`src/rtl/obi_wb_bridge.sv`:
```
// Bridge from a core's req/gnt/rvalid memory port to a single-master Wishbone bus.
// Accepted requests are queued in a small FIFO and answered strictly in order.
module obi_wb_bridge #(
   parameter int ADDR_WIDTH     = 32,
   parameter int DATA_WIDTH     = 32,
   parameter int DEPTH          = 2,
   parameter int TIMEOUT_CYCLES = 0
) (
   input  logic                      clk,
   input  logic                      rst_n,
   // core side
   input  logic                      req_i,
   output logic                      gnt_o,
   input  logic [ADDR_WIDTH-1:0]     addr_i,
   input  logic                      we_i,
   input  logic [DATA_WIDTH/8-1:0]   be_i,
   input  logic [DATA_WIDTH-1:0]     wdata_i,
   output logic                      rvalid_o,
   output logic [DATA_WIDTH-1:0]     rdata_o,
   output logic                      err_o,
   // Wishbone side
   output logic                      cyc_o,
   output logic                      stb_o,
   output logic                      we_o,
   output logic [DATA_WIDTH/8-1:0]   sel_o,
   output logic [ADDR_WIDTH-1:0]     addr_o,
   output logic [DATA_WIDTH-1:0]     data_o,
   input  logic [DATA_WIDTH-1:0]     data_i,
   input  logic                      ack_i,
   input  logic                      err_i,
   output logic                      busy_o
);

   localparam int BE_WIDTH = DATA_WIDTH / 8;
   localparam int PTR_W    = (DEPTH > 1) ? $clog2(DEPTH) : 1;
   localparam int CNT_W    = $clog2(DEPTH + 1);
   localparam int TO_W     = (TIMEOUT_CYCLES > 0) ? $clog2(TIMEOUT_CYCLES + 1) : 1;

   typedef enum logic {
      S_IDLE = 1'b0,
      S_BUS  = 1'b1
   } state_t;

   state_t r_state;
   state_t w_state_next;

   logic [ADDR_WIDTH-1:0] r_addr_mem  [DEPTH];
   logic                  r_we_mem    [DEPTH];
   logic [BE_WIDTH-1:0]   r_be_mem    [DEPTH];
   logic [DATA_WIDTH-1:0] r_wdata_mem [DEPTH];

   logic [PTR_W-1:0]      r_wr_ptr;
   logic [PTR_W-1:0]      r_rd_ptr;
   logic [CNT_W-1:0]      r_count;

   logic                  r_rvalid;
   logic                  r_err;
   logic [DATA_WIDTH-1:0] r_rdata;

   logic                  w_bus;
   logic                  w_push;
   logic                  w_end;
   logic                  w_timeout;
   logic                  w_resp_err;
   logic                  w_head_we;

   function automatic logic [PTR_W-1:0] ptr_inc(input logic [PTR_W-1:0] p);
      return (p == PTR_W'(DEPTH - 1)) ? '0 : p + 1'b1;
   endfunction

   // No bypass: a slot freed by this cycle's pop is only usable next cycle.
   assign gnt_o     = rst_n & req_i & (r_count < CNT_W'(DEPTH));
   assign w_push    = req_i & gnt_o;
   assign w_bus     = (r_state == S_BUS);
   assign w_head_we = r_we_mem[r_rd_ptr];

   assign w_end      = w_bus & (ack_i | err_i | w_timeout);
   assign w_resp_err = err_i | (~ack_i & w_timeout);

   // Request storage; contents need no reset since count/pointers gate them.
   always_ff @(posedge clk) begin
      if (w_push) begin
         r_addr_mem[r_wr_ptr]  <= addr_i;
         r_we_mem[r_wr_ptr]    <= we_i;
         r_be_mem[r_wr_ptr]    <= be_i;
         r_wdata_mem[r_wr_ptr] <= wdata_i;
      end
   end

   always_ff @(posedge clk or negedge rst_n) begin
      if (!rst_n) begin
         r_wr_ptr <= '0;
         r_rd_ptr <= '0;
         r_count  <= '0;
      end else begin
         if (w_push) begin
            r_wr_ptr <= ptr_inc(r_wr_ptr);
         end
         if (w_end) begin
            r_rd_ptr <= ptr_inc(r_rd_ptr);
         end
         case ({w_push, w_end})
            2'b10:   r_count <= r_count + 1'b1;
            2'b01:   r_count <= r_count - 1'b1;
            default: r_count <= r_count;
         endcase
      end
   end

   always_ff @(posedge clk or negedge rst_n) begin
      if (!rst_n) begin
         r_state <= S_IDLE;
      end else begin
         r_state <= w_state_next;
      end
   end

   always_comb begin
      w_state_next = r_state;
      case (r_state)
         S_IDLE: begin
            if (w_push || (r_count != '0)) begin
               w_state_next = S_BUS;
            end
         end
         S_BUS: begin
            // Stay on the bus if anything remains after the pop, including a same-cycle push.
            if (w_end && !((r_count > CNT_W'(1)) || w_push)) begin
               w_state_next = S_IDLE;
            end
         end
         default: w_state_next = S_IDLE;
      endcase
   end

   generate
      if (TIMEOUT_CYCLES > 0) begin : g_timeout
         logic [TO_W-1:0] r_tcnt;

         always_ff @(posedge clk or negedge rst_n) begin
            if (!rst_n) begin
               r_tcnt <= '0;
            end else if (!w_bus || w_end) begin
               r_tcnt <= '0;
            end else if (r_tcnt != TO_W'(TIMEOUT_CYCLES)) begin
               r_tcnt <= r_tcnt + 1'b1;
            end
         end

         assign w_timeout = w_bus & (r_tcnt == TO_W'(TIMEOUT_CYCLES - 1));
      end else begin : g_no_timeout
         assign w_timeout = 1'b0;
      end
   endgenerate

   always_ff @(posedge clk or negedge rst_n) begin
      if (!rst_n) begin
         r_rvalid <= 1'b0;
         r_err    <= 1'b0;
         r_rdata  <= '0;
      end else if (w_end) begin
         r_rvalid <= 1'b1;
         r_err    <= w_resp_err;
         r_rdata  <= (!w_resp_err && !w_head_we) ? data_i : '0;
      end else begin
         r_rvalid <= 1'b0;
         r_err    <= 1'b0;
         r_rdata  <= '0;
      end
   end

   assign cyc_o  = w_bus;
   assign stb_o  = w_bus;
   assign we_o   = w_bus & w_head_we;
   assign sel_o  = w_bus ? r_be_mem[r_rd_ptr]    : '0;
   assign addr_o = w_bus ? r_addr_mem[r_rd_ptr]  : '0;
   assign data_o = w_bus ? r_wdata_mem[r_rd_ptr] : '0;

   assign rvalid_o = r_rvalid;
   assign err_o    = r_err;
   assign rdata_o  = r_rdata;
   assign busy_o   = w_bus | (r_count != '0);

endmodule

```
`config.mk`:
```
export PLATFORM = sky130hd
export DESIGN_NAME = obi_wb_bridge
export DESIGN_NICKNAME = d
export VERILOG_FILES = /design/src/rtl/obi_wb_bridge.sv
export SDC_FILE = /design/constraint.sdc
export NUM_CORES = 1
export LEC_CHECK = 0
export BUFFER_PORTS_ARGS = -buffer_cell sky130_fd_sc_hd__buf_2
export CORE_ASPECT_RATIO = 0.75
export CORE_UTILIZATION = 30
export DETAILED_ROUTE_END_ITERATION = 8
export HOLD_SLACK_MARGIN = 0.08
export RECOVER_POWER = 100
export SYNTH_ARGS = -nofsm -noshare
export SYNTH_HDL_FRONTEND = slang
export SYNTH_SLANG_ARGS = --single-unit
```
`constraint.sdc`:
```
create_clock -name clk -period 4.03 [get_ports clk]
set_input_delay 0.806 -clock clk [delete_from_list [all_inputs] [get_ports clk]]
set_output_delay 0.806 -clock clk [all_outputs]
set_load 0.01 [all_outputs]
```
# Yosys cells after proc, flatten, opt, wreduce, memory -nomap -nowiden
# Memory sizes are Yosys's and may differ from the RTL's.
# Index checks and enable logic that the tools add are counted.
# word_totals
romBits,0
word_cells,51
ff_bits,39
output_inout_bits,107
latchBits,0
ram_bits,138
input_bits,106
mem_count,4
# memory_table
name,depth,word_bits,rd,rd_ports_with_merged_regs,wr,line,source
r_addr_mem,2,32,1,0,1,47,logic [ADDR_WIDTH-1:0] r_addr_mem [DEPTH];
r_wdata_mem,2,32,1,0,1,50,logic [DATA_WIDTH-1:0] r_wdata_mem [DEPTH];
r_be_mem,2,4,1,0,1,49,logic [BE_WIDTH-1:0] r_be_mem [DEPTH];
r_we_mem,2,1,1,0,1,48,logic r_we_mem [DEPTH];
# classes
n_reduce_logical,9
n_eq_ne,2
div,0
mux,15
magnitude_cmp,2
shift,0
add_sub_neg,4
bitwise_logic,8
multipliers,0
# ops
op,count
$mux 32,4
$mux 1,8
$and 1x1->1,5
$mux 4,1
$pmux 2 s2,1
$reduce_bool 2->1,2
$logic_not 1->1,3
$add 1x1->1 const B,2
$add 2x1->2 const B,1
$eq 2x1->1 const B,1
$eq 2x2->1 const B,1
$gt 2x1->1 const B,1
$logic_and 1x1->1,2
$logic_or 1x1->1,2
$lt 2x2->1 const B,1
$or 1x1->1,2
$pmux 1 s2,1
$sub 2x1->2 const B,1
$not 1->1,1

# Logic depth before layout (Yosys ltp)
# logic_depth
word_depth,8
ltp_mapped,6

# Worst setup path before layout
# No wires, ideal clock.
# synth_timing
path_type,input-to-reg
from,in rst_n
to,mem r_addr_mem[0][0] (enable)
setup_ps,497
arrival_ps,3889
path_slack_ps,-355
path_stages,2
path_buffers,0
cell_sequence,nand3b_1 > nor2_1
# synth_via
elab_chain_len,5
# synth_lines
item,line,source
from (decl),10,"input logic rst_n,"
$and 1x1->1 (2 in series),72,assign gnt_o = rst_n & req_i & (r_count < CNT_W'(DEPTH));
$and 1x1->1,73,assign w_push = req_i & gnt_o;
$mux 1,82,if (w_push) begin
$mux 1 (implied by the code),83,r_addr_mem[r_wr_ptr] <= addr_i;
to (decl),47,
# No other way between the ends.

# Worst setup path after layout
# layout_timing
from,"reg r_state, in the netlist cyc_o"
to,out addr_o[20]
# layout_via
elab_chain_len,1
# layout_lines
item,line,source
from (decl),44,state_t r_state;
from (signal assigned),114,r_state <= w_state_next;
$mux 32,176,assign addr_o = w_bus ? r_addr_mem[r_rd_ptr] : '0;
to (decl),26,"output logic [ADDR_WIDTH-1:0] addr_o,"
# No other way between the ends.

==> key figures <==
GRT
  • Initial antenna violation count: 0
  • Largest net degree at the start of global routing: 70
  • Total GRT Usage: about an eighth
  • Grt total ovfl: 0
  • Vias in the first global route: ~4100
  • First-pass GRT wire length: about 22000 um

STA
  • Period utilization: around four fifths
  • Post-Route Setup TNS: 0 ps
  • Final Hold Fails: 0
  • Slew margin rel.: -38.6%
  • Least-Margin Pin Slew: between 2000 and 2500 ps
  • RSZ-0062 raised after global routing: no
  • Worst Skew: about 12 ps
  • Achievable Freq: 0.306 GHz
  • Crit path time final: 3270 ps
  • Slew Viols, Final: 180
  • Final setup margin: between 700 and 800 ps
  • Final setup viols: 0

Setup path
  • Max incr delay on CP: about 1200 ps
  • Crit path max-delay family: flip-flops
  • WP buf/inv: 2
  • Crit-path max FO: around 50
  • Worst-path cell chain: buf_4 -> nor2b_1 -> clkbuf_1
  • Setup crit end kind: output port
  • Worst path arrival time: 2470 ps
  • Crit path kind: flip-flop to output port
  • Crit path max-delay cell type: dfrtp_1
  • Worst Setup Start Kind: flip-flop
  • Critical Path RT: 3220 ps

Final layout
  • Register area: approximately 0.0051 mm^2
  • Fill cells: about 2100
  • Area Growth Syn to Fin: 26.4%
  • Antenna cells: 0
  • Layout cells sized above 1: about 18%
  • Nets: around 700
  • Area of the multi-input gates: approximately 0.0015 mm^2

Run
  • Max-Cap Viols: 3

Synthesis
  • Sequential area share after synthesis: around three quarters
  • Post-synth EDFFs: 138
  • Synth async-reset ratio: 22.0%
  • Top-area cell type share of the netlist area: between 60 and 70%
  • Synth Flop Type: edfxtp_1
  • Synth Area per Inst: ~17 um^2
  • Synth Instances: around 400
  • Count of cell types in the netlist: 20
  • Yosys reg bits: 177
  • Netlist Area Pre-Place: 0.00672 mm^2
  • Largest family of logic cells by synthesized area: simple AND/OR/NAND/NOR gates
  • Synth Area in XOR/XNOR: less than 1%
  • Mux contribution to synthesized area: between 10% and 20%
  • Simple-gate portion of the synthesized area: 10.6%
  • Synth Net Count: 501
  • Cell taking the most area after synthesis: edfxtp_1
  • Synth Area in Compound Gates: less than 1%
  • Synth Area in Adders: 0.559%
  • Syn. warnings: 0
  • Main area contributors after synthesis: edfxtp_1 62%, dfrtp_1 15%, mux2i_1 10%

Die
  • Die Area: 0.0230 mm^2
  • Cell Rows: 47
  • IO Pins: 213
  • Chip width: roughly 170 um
  • Core footprint: roughly 0.022 mm^2
  • Die height: 132 um
  • Initial Util: a little under a third

Clock network
  • Worst skew pair latency: 420 ps
  • CTS Hold Bufs: 0
  • Inserted Clock Buffers: 17
  • CTS Sinks: 177
  • Cts repair resizes: 0
  • CTS H-tree lvls: 4
  • # Post-CTS Setup Buffers: 0
  • CTS tree: built
  • Clk root buf: clkbuf_16
  • Worst-path clk slew: 60 ps
  • Clk buf depth: 2

Pwr
  • PD cells: 644 mW/mm^2
  • VDD IR max: between 0.3 and 0.4 mV
  • P_leak: roughly 3.2 nW

Route
  • DR vias: between 3000 and 4000
  • Vias/cell: around 4.2
  • Routed WL: 13900 um
  • Drt wl/cell: between 15 and 20 um
  • ANT nets after route: 0
  • Initial detailed-routing violation count: 192
  • Drt pass-1 iters: 4
  • Remaining DRCs: 0

Placed design
  • I/O Buffers: about 210
  • Post-detail-place hpwl: just over 9000 um
  • Pre-CTS setup slack: around 1300 ps
  • GP Congestion: 0.754

Outcome
  • Failing checks: max-capacitance violations, max-slew violations
  • Run status: finished with violations

Min path
  • Hold Crit Class: flip-flop to flip-flop
[synth_stat cells (3+ instances only)]
| cell | instances |
|---|---|
| and2_1 | 34 |
| buf_2 | 6 |
| buf_4 | 3 |
| clkbuf_1 | 8 |
| clkbuf_2 | 3 |
| dfrtp_1 | 39 |
| edfxtp_1 | 138 |
| ha_1 | 3 |
| inv_1 | 4 |
| mux2i_1 | 68 |
| nand2_1 | 3 |
| nor2b_1 | 70 |
| o21ai_0 | 3 |
| xnor2_1 | 4 |
[power breakdown]
part | total (W) | internal [W] | switching [W]
Clock | 0.00160 | 0.000873 | 0.000730
Combinational | 0.00141 | 0.000639 | 0.000774
Sequential | 0.00246 | 0.00221 | 0.000245
Total | 0.00547 | 0.00372 | 0.00175
[final cells by class]
class | count | area share, %
clock buffer | 20 | 5.52
sequential | 177 | 60.3
inverter | 4 | 0.177
timing repair buffer | 217 | 10.8
clock inverter | 12 | 1.30
multi-input combinational | 191 | 17.6
tap | 294 | 4.33
[flip-flops by register name, summed over array words and instances (netlist names)]
register	cells
r_we_mem	2
r_rd_ptr	1
r_addr_mem	64
cyc_o	1
r_wr_ptr	1
r_wdata_mem	64
r_count	2
r_be_mem	8
rvalid_o	1
err_o	1
rdata_o	32
[cell families (layout without fill, tap and decap cells)]
| family | after synthesis | count (layout) |
|---|---|---|
| simple gates | 112 | 112 |
| buf+inv | 24 | 253 |
| fa+ha+maj | 3 | 3 |
| mux | 68 | 68 |
| compound gates | 4 | 4 |
| flops | 177 | 177 |
| xor+xnor | 4 | 4 |
[metrics by stage]
step	instance area (um^2)	instances	utilization, %	total power (W)	hold slack (ps)
floorplan	6720	392	-	0.00340	473
global placement	8100	883	36.8	0.00399	489
detailed placement	8100	883	36.8	0.00403	502
CTS	8680	915	39.5	0.00565	458
global route	8490	915	38.6	0.00579	539
finish	8490	915	38.6	0.00547	508
[cell usage in the layout, fill, tap and decap left out, types with 2 or more instances in the layout]
| cell | count |
|---|---|
| and2_0 | 28 |
| and2_1 | 5 |
| buf_2 | 70 |
| buf_4 | 3 |
| clkbuf_1 | 143 |
| clkbuf_16 | 18 |
| clkbuf_2 | 2 |
| clkinv_4 | 3 |
| dfrtp_1 | 38 |
| edfxtp_1 | 138 |
| ha_1 | 3 |
| inv_1 | 4 |
| inv_6 | 5 |
| inv_8 | 3 |
| mux2i_1 | 68 |
| nand2_1 | 3 |
| nor2b_1 | 70 |
| o21ai_0 | 3 |
| xnor2_1 | 4 |
[worst register-to-register path: stages, from the launching register on]
cell and delay, ps:
dfrtp_1 1230, nand2_1 240, nor4_4 960, and2_0 260
[per-layer routing]
| metal | vias up | global-route usage, % | wire length (um) |
|---|---|---|---|
| met5 | - | 0 | 0 |
| met4 | 0 | 3.19 | 115 |
| met1 | 1875 | 15.4 | 6150 |
| li1 | 1819 | - | - |
| met3 | 10 | 3.94 | 854 |
| met2 | 125 | 20.5 | 6760 |
[worst paths after layout]
path	to	slack [ps]	from	cells past startpoint
max in group asynchronous	r_rd_ptr	1430	rst_n	2
min in group asynchronous	rdata_o[12]	1130	rst_n	2
hold / removal	r_count[0]	510	r_count[0]	1
setup reg to reg	rdata_o[7]	1270	cyc_o	3
hold reg to reg	r_count[0]	510	r_count[0]	1
setup / recovery	addr_o[20]	760	cyc_o	3
Note: power is estimated with default switching activity, not from simulation.
